<file path="src/rtl/key_sched_ctrl_if.sv">
// Handshake bundle for the AES-128 key-schedule controller: start/key in,
// shared SubWord unit port pair, and the round-key valid/ready stream.
interface key_sched_ctrl_if;
  logic         start_i;
  logic [127:0] key_i;
  logic [31:0]  sub_word_o;
  logic [31:0]  sub_word_i;
  logic [127:0] rkey_o;
  logic [3:0]   rkey_idx_o;
  logic         rkey_valid_o;
  logic         rkey_ready_i;
  logic         busy_o;
  logic         done_o;

  modport slave (
    input  start_i, key_i, sub_word_i, rkey_ready_i,
    output sub_word_o, rkey_o, rkey_idx_o, rkey_valid_o, busy_o, done_o
  );

  modport master (
    output start_i, key_i, sub_word_i, rkey_ready_i,
    input  sub_word_o, rkey_o, rkey_idx_o, rkey_valid_o, busy_o, done_o
  );
endinterface

</file>
<file path="src/rtl/key_sched_ctrl.sv">
// AES-128 key expansion sequencer: emits round keys 0..10 over a valid/ready
// stream, borrowing an external SubWord unit with SUB_LAT cycles of latency.
module key_sched_ctrl #(
  parameter int SUB_LAT = 1
) (
  input  logic            clk_i,
  input  logic            rst_i,
  key_sched_ctrl_if.slave ks
);
  typedef enum logic [2:0] {IDLE, EMIT, SUB, MIX, DONE} state_t;

  localparam logic [1:0] CNT_INIT = 2'(SUB_LAT - 1);

  state_t       state_q, state_d;
  logic [127:0] key_q, key_d;
  logic [31:0]  temp_q, temp_d;
  logic [3:0]   idx_q, idx_d;
  logic [7:0]   rcon_q, rcon_d;
  logic [1:0]   cnt_q, cnt_d;

  logic [31:0] w0, w1, w2, w3, n0, n1, n2, n3;

  function automatic logic [7:0] xtime(input logic [7:0] v);
    return v[7] ? ({v[6:0], 1'b0} ^ 8'h1B) : {v[6:0], 1'b0};
  endfunction

  assign {w0, w1, w2, w3} = key_q;
  assign n0 = w0 ^ temp_q ^ {rcon_q, 24'h0};
  assign n1 = w1 ^ n0;
  assign n2 = w2 ^ n1;
  assign n3 = w3 ^ n2;

  always_comb begin
    state_d = state_q;
    key_d   = key_q;
    temp_d  = temp_q;
    idx_d   = idx_q;
    rcon_d  = rcon_q;
    cnt_d   = cnt_q;
    case (state_q)
      IDLE: if (ks.start_i) begin
        key_d   = ks.key_i;
        idx_d   = '0;
        rcon_d  = 8'h01;
        state_d = EMIT;
      end
      EMIT: if (ks.rkey_ready_i) begin
        if (idx_q == 4'd10) state_d = DONE;
        else begin
          state_d = SUB;
          cnt_d   = CNT_INIT;
        end
      end
      // RotWord is held on sub_word_o for SUB_LAT cycles; the result is
      // taken on the last of them.
      SUB: if (cnt_q == 2'd0) begin
        temp_d  = ks.sub_word_i;
        state_d = MIX;
      end else begin
        cnt_d = cnt_q - 2'd1;
      end
      MIX: begin
        key_d   = {n0, n1, n2, n3};
        idx_d   = idx_q + 4'd1;
        rcon_d  = xtime(rcon_q);
        state_d = EMIT;
      end
      DONE:    state_d = IDLE;
      default: state_d = IDLE;
    endcase
  end

  always_ff @(posedge clk_i or posedge rst_i) begin
    if (rst_i) begin
      state_q <= IDLE;
      key_q   <= '0;
      temp_q  <= '0;
      idx_q   <= '0;
      rcon_q  <= 8'h01;
      cnt_q   <= '0;
    end else begin
      state_q <= state_d;
      key_q   <= key_d;
      temp_q  <= temp_d;
      idx_q   <= idx_d;
      rcon_q  <= rcon_d;
      cnt_q   <= cnt_d;
    end
  end

  assign ks.sub_word_o   = (state_q == SUB) ? {w3[23:0], w3[31:24]} : 32'h0;
  assign ks.rkey_o       = key_q;
  assign ks.rkey_idx_o   = idx_q;
  assign ks.rkey_valid_o = (state_q == EMIT);
  assign ks.busy_o       = (state_q != IDLE);
  assign ks.done_o       = (state_q == DONE);
endmodule

</file>
<file path="src/flat_wrapper.sv">
// flat-port wrapper written by rule: the top's interface ports become plain ports
module key_sched_ctrl_flat 
#(
  parameter int SUB_LAT = 1
)
  (clk_i, rst_i, ks_start_i, ks_key_i, ks_sub_word_i, ks_rkey_ready_i, ks_sub_word_o, ks_rkey_o, ks_rkey_idx_o, ks_rkey_valid_o, ks_busy_o, ks_done_o);
  key_sched_ctrl_if ks_i ();
  input  logic clk_i;
  input  logic rst_i;
  input wire logic [$bits(ks_i.start_i)-1:0] ks_start_i;
  input wire logic [$bits(ks_i.key_i)-1:0] ks_key_i;
  input wire logic [$bits(ks_i.sub_word_i)-1:0] ks_sub_word_i;
  input wire logic [$bits(ks_i.rkey_ready_i)-1:0] ks_rkey_ready_i;
  output wire logic [$bits(ks_i.sub_word_o)-1:0] ks_sub_word_o;
  output wire logic [$bits(ks_i.rkey_o)-1:0] ks_rkey_o;
  output wire logic [$bits(ks_i.rkey_idx_o)-1:0] ks_rkey_idx_o;
  output wire logic [$bits(ks_i.rkey_valid_o)-1:0] ks_rkey_valid_o;
  output wire logic [$bits(ks_i.busy_o)-1:0] ks_busy_o;
  output wire logic [$bits(ks_i.done_o)-1:0] ks_done_o;
  assign ks_i.start_i = ks_start_i;
  assign ks_i.key_i = ks_key_i;
  assign ks_i.sub_word_i = ks_sub_word_i;
  assign ks_i.rkey_ready_i = ks_rkey_ready_i;
  assign ks_sub_word_o = ks_i.sub_word_o;
  assign ks_rkey_o = ks_i.rkey_o;
  assign ks_rkey_idx_o = ks_i.rkey_idx_o;
  assign ks_rkey_valid_o = ks_i.rkey_valid_o;
  assign ks_busy_o = ks_i.busy_o;
  assign ks_done_o = ks_i.done_o;
  key_sched_ctrl #(.SUB_LAT(SUB_LAT)) u_core (.clk_i(clk_i), .rst_i(rst_i), .ks(ks_i));
endmodule
</file>
<file path="config.mk">
export PLATFORM = sky130hd
export DESIGN_NAME = key_sched_ctrl_flat
export DESIGN_NICKNAME = d
export VERILOG_FILES = /design/src/rtl/key_sched_ctrl_if.sv /design/src/rtl/key_sched_ctrl.sv /design/src/flat_wrapper.sv
export SDC_FILE = /design/constraint.sdc
export NUM_CORES = 1
export LEC_CHECK = 0
export ABC_AREA = 0
export ABC_CLOCK_PERIOD_IN_PS = 6000
export BUFFER_PORTS_ARGS = -buffer_cell sky130_fd_sc_hd__clkbuf_2
export CORE_ASPECT_RATIO = 1.25
export CORE_MARGIN = 3
export CORE_UTILIZATION = 43
export CTS_CLUSTER_SIZE = 25
export DETAILED_ROUTE_END_ITERATION = 7
export PLACE_DENSITY = 0.73
export RECOVER_POWER = 50
export SLEW_MARGIN = 20
export SYNTH_ARGS = -nofsm -noshare
export SYNTH_HDL_FRONTEND = slang
export SYNTH_SLANG_ARGS = --single-unit
export TNS_END_PERCENT = 50
</file>
<file path="constraint.sdc">
create_clock -name clk_i -period 6 [get_ports clk_i]
set_clock_uncertainty 0.1 [all_clocks]
set_input_delay 1.2 -clock clk_i [delete_from_list [all_inputs] [get_ports clk_i]]
set_output_delay 1.2 -clock clk_i [all_outputs]
set_load 0.02 [all_outputs]
</file>
==> flow_summary.toml <==
[routing]
vias = 8174
wl_met1_um = 10940
totalWireLength_um = 29170
wl_per_cell_um = 19.84
antenna_left = 0
drt_iter0_markers = 506
drc = 0
wl_met2_um = 15350
dr_wl_met3_um = 2451
route.top_layer_used = "met4"
drt-pass1-iter-count = 5
viasPerCell = 5.561

[hold_path]
min_path_type = "flop to flop"
holdPathEnd = "u_core.cnt_q[1]"
whs_path_depth = 1
min_from = "u_core.cnt_q[1]"

[synthesis]
synth_nets = 1055
seq_area_frac_synth_pct = 47.49
yosysTopAreaCell = "dfrtp_1"
synth_flop_cell = "dfrtp_1"
yosys.area.top_type_share_pct = 47.20
synth.distinct_cells = 45
synth_warnings = 0
ys_seq_elements = 177
syn-mean-instance-area_um2 = 10.51
synth_area_um2 = 9330
syn_inst = 888
synth_edf_count = 0
async_flop_share_pct = 100.0
synthTopCellsByArea = "dfrtp_1 (47%), xnor3_1 (7.2%), o21ai_0 (5.2%)"

[clock_tree]
cts_hold_buf = 0
cts.sinks = 177
clk-insertion-delay-late_ns = 0.42
clkTransAtPathRegs_ns = 0.08
cts.path.max_buffers = 2
cts_resized = 0
root_buffer = "clkbuf_16"
cts_setup_buffers = 0
ctsHtreeMaxLevel = 4
cts-buffers-inserted = 17
cts_tree = "done"

[place]
place_congestion = 0.8314
placedCellCount = 1438
io_buffers = 330
placed_cell_area_um2 = 11140
dp_hpwl_um = 20450

[sta]
worst_slew_pin_slew_ns = 1.088
drv_slew = 0
setup_viol = 0
fmax_ghz = 0.2651
rsz0062_at_grt = "false"
period_share_pct = 62.86
period_needed_ns = 3.772
max_slew_margin_pct = 27.47
hold_viol_final = 0
setup_tns_ns = 0

[layout]
diodes = 0
layout_common_cells = "clkbuf_2 (253), dfrtp_1 (176), o21ai_0 (97)"
fill_cells = 1912
fin_area_um2 = 11650
area_delta_synth_final_pct = 24.86
final_common_cell = "clkbuf_2"
multiInputGateArea_um2 = 4464
regArea_um2 = 4431
utilization_pct = 55.37
layoutNonFillerInstCount = 1470
nNetsFinal = 1350
drive_gt1_share_pct = 30.27

[outcome]
status = "completed"

[pwr]
p_total_w = 0.008204
switchingPower_w = 0.003867
internal_power_w = 0.004337
pwr-share-seq_pct = 30.1
swShare_pct = 47.14
irDropWorstVdd_mv = 0.4221
power.leakage_nw = 5.400
pwr-share-clk_pct = 13.8
power.density_nw_per_um2 = 704.2
comb_power_share_pct = 56.1

[floorplan]
floorplan.initialDensity_pct = 44.35
std_cell_rows = 59
die_w_um = 137.8
core_um2 = 21040
die_y_um = 170.7
ios = 331
dieArea_um2 = 23510

[critical_path]
worstSetupPathType = "flop to output port"
rrSetupSlack_ns = 2.76
reg2reg_to = "u_core.temp_q[2]"
crit_path_end_kind = "output port"
cp_max_fo = 21
crit_arrival_ns = 2.47
start_kind = "flop"
worstSetupStartpoint = "u_core.state_q[1]"
r2r_start = "u_core.state_q[1]"
required_ns = 4.70
r2r_cells = 4

[global_routing]
first_global_vias = 7936
grt_usage_pct = 24.08
antenna_found_initial = 0
grt_pass1_wl_um = 43740
grt_max_degree = 178
gr-total-overflow = 0

[flow_run]
maxCapViolations = 0
through the flow:
step	worst slack (ns)	hold WS, ns
6_report	2.228	0.3980
3_3_place_gp	2.669	0.3750
5_1_grt	2.007	0.4169
4_1_cts	2.158	0.4029
3_5_place_dp	2.627	0.3885
2_1_floorplan	2.434	0.3561
cells by family after synthesis:
kind of cell,after synthesis,share of synthesized area [%]
adder cells (fa/ha/maj),3,0.4023
AND/OR/NAND/NOR,194,10.71
buffers and inverters,110,4.868
multiplexers,32,3.862
XOR/XNOR,79,11.84
flip-flops,177,47.49
AO/OA/AOI/OAI,293,20.83
final cells by class:
cell class / instances / area share [%]
multi-input cells: 601 / 38.32
flip-flops and latches: 177 / 38.03
repair buffers: 338 / 13.97
clock buffers: 18 / 3.770
well taps: 274 / 2.943
inverters: 48 / 1.557
clock inverters: 14 / 1.407
sequential cells by signal (all words and copies together) (netlist names):
register              cells
u_core.ks.rkey_o        128
u_core.temp_q            32
u_core.rcon_q             8
u_core.ks.rkey_idx_o      4
u_core.state_q            3
u_core.cnt_q              2
cell usage after synthesis, drive strengths merged, types with 18 or more instances:
cell type and n:
a21oi 58, xnor3 30, mux2 32, and2 51
inv 48, nand3 43, o221a 24, nand2 31
xnor2 39, clkbuf 36, nor2 37, o21ai 97
dfrtp 176, o22ai 30, nor3 18, buf 26
worst max path at each step:
stage / to / slack, ns
finish: ks_sub_word_o[25] / 2.23
global route: ks_sub_word_o[22] / 2.01
CTS: ks_sub_word_o[25] / 2.16
detailed placement: ks_sub_word_o[25] / 2.63
global placement: ks_sub_word_o[25] / 2.67
floorplan: u_core.cnt_q[0] / 2.43
power by group through the flow:
stage	logic, W	clock network, W	registers (W)
CTS	0.00471	0.00116	0.00246
floorplan	0.00294	0	0.00280
detailed placement	0.00470	0	0.00248
finish	0.00460	0.00114	0.00247
global placement	0.00461	0	0.00246
global route	0.00502	0.00120	0.00255
routing by layer:
layer,global-route usage [%],up-vias
li1,-,3807
met1,28.32,4027
met2,43.69,311
met3,6.059,29
met4,6.102,0
met5,0,-
critical path: stages (launching register included):
cell	delay [ns]
dfrtp_1	0.71
nor3b_4	0.64
buf_4	0.35
and2_1	0.16
clkbuf_2	0.18
Power figures use the tool's default switching activity.
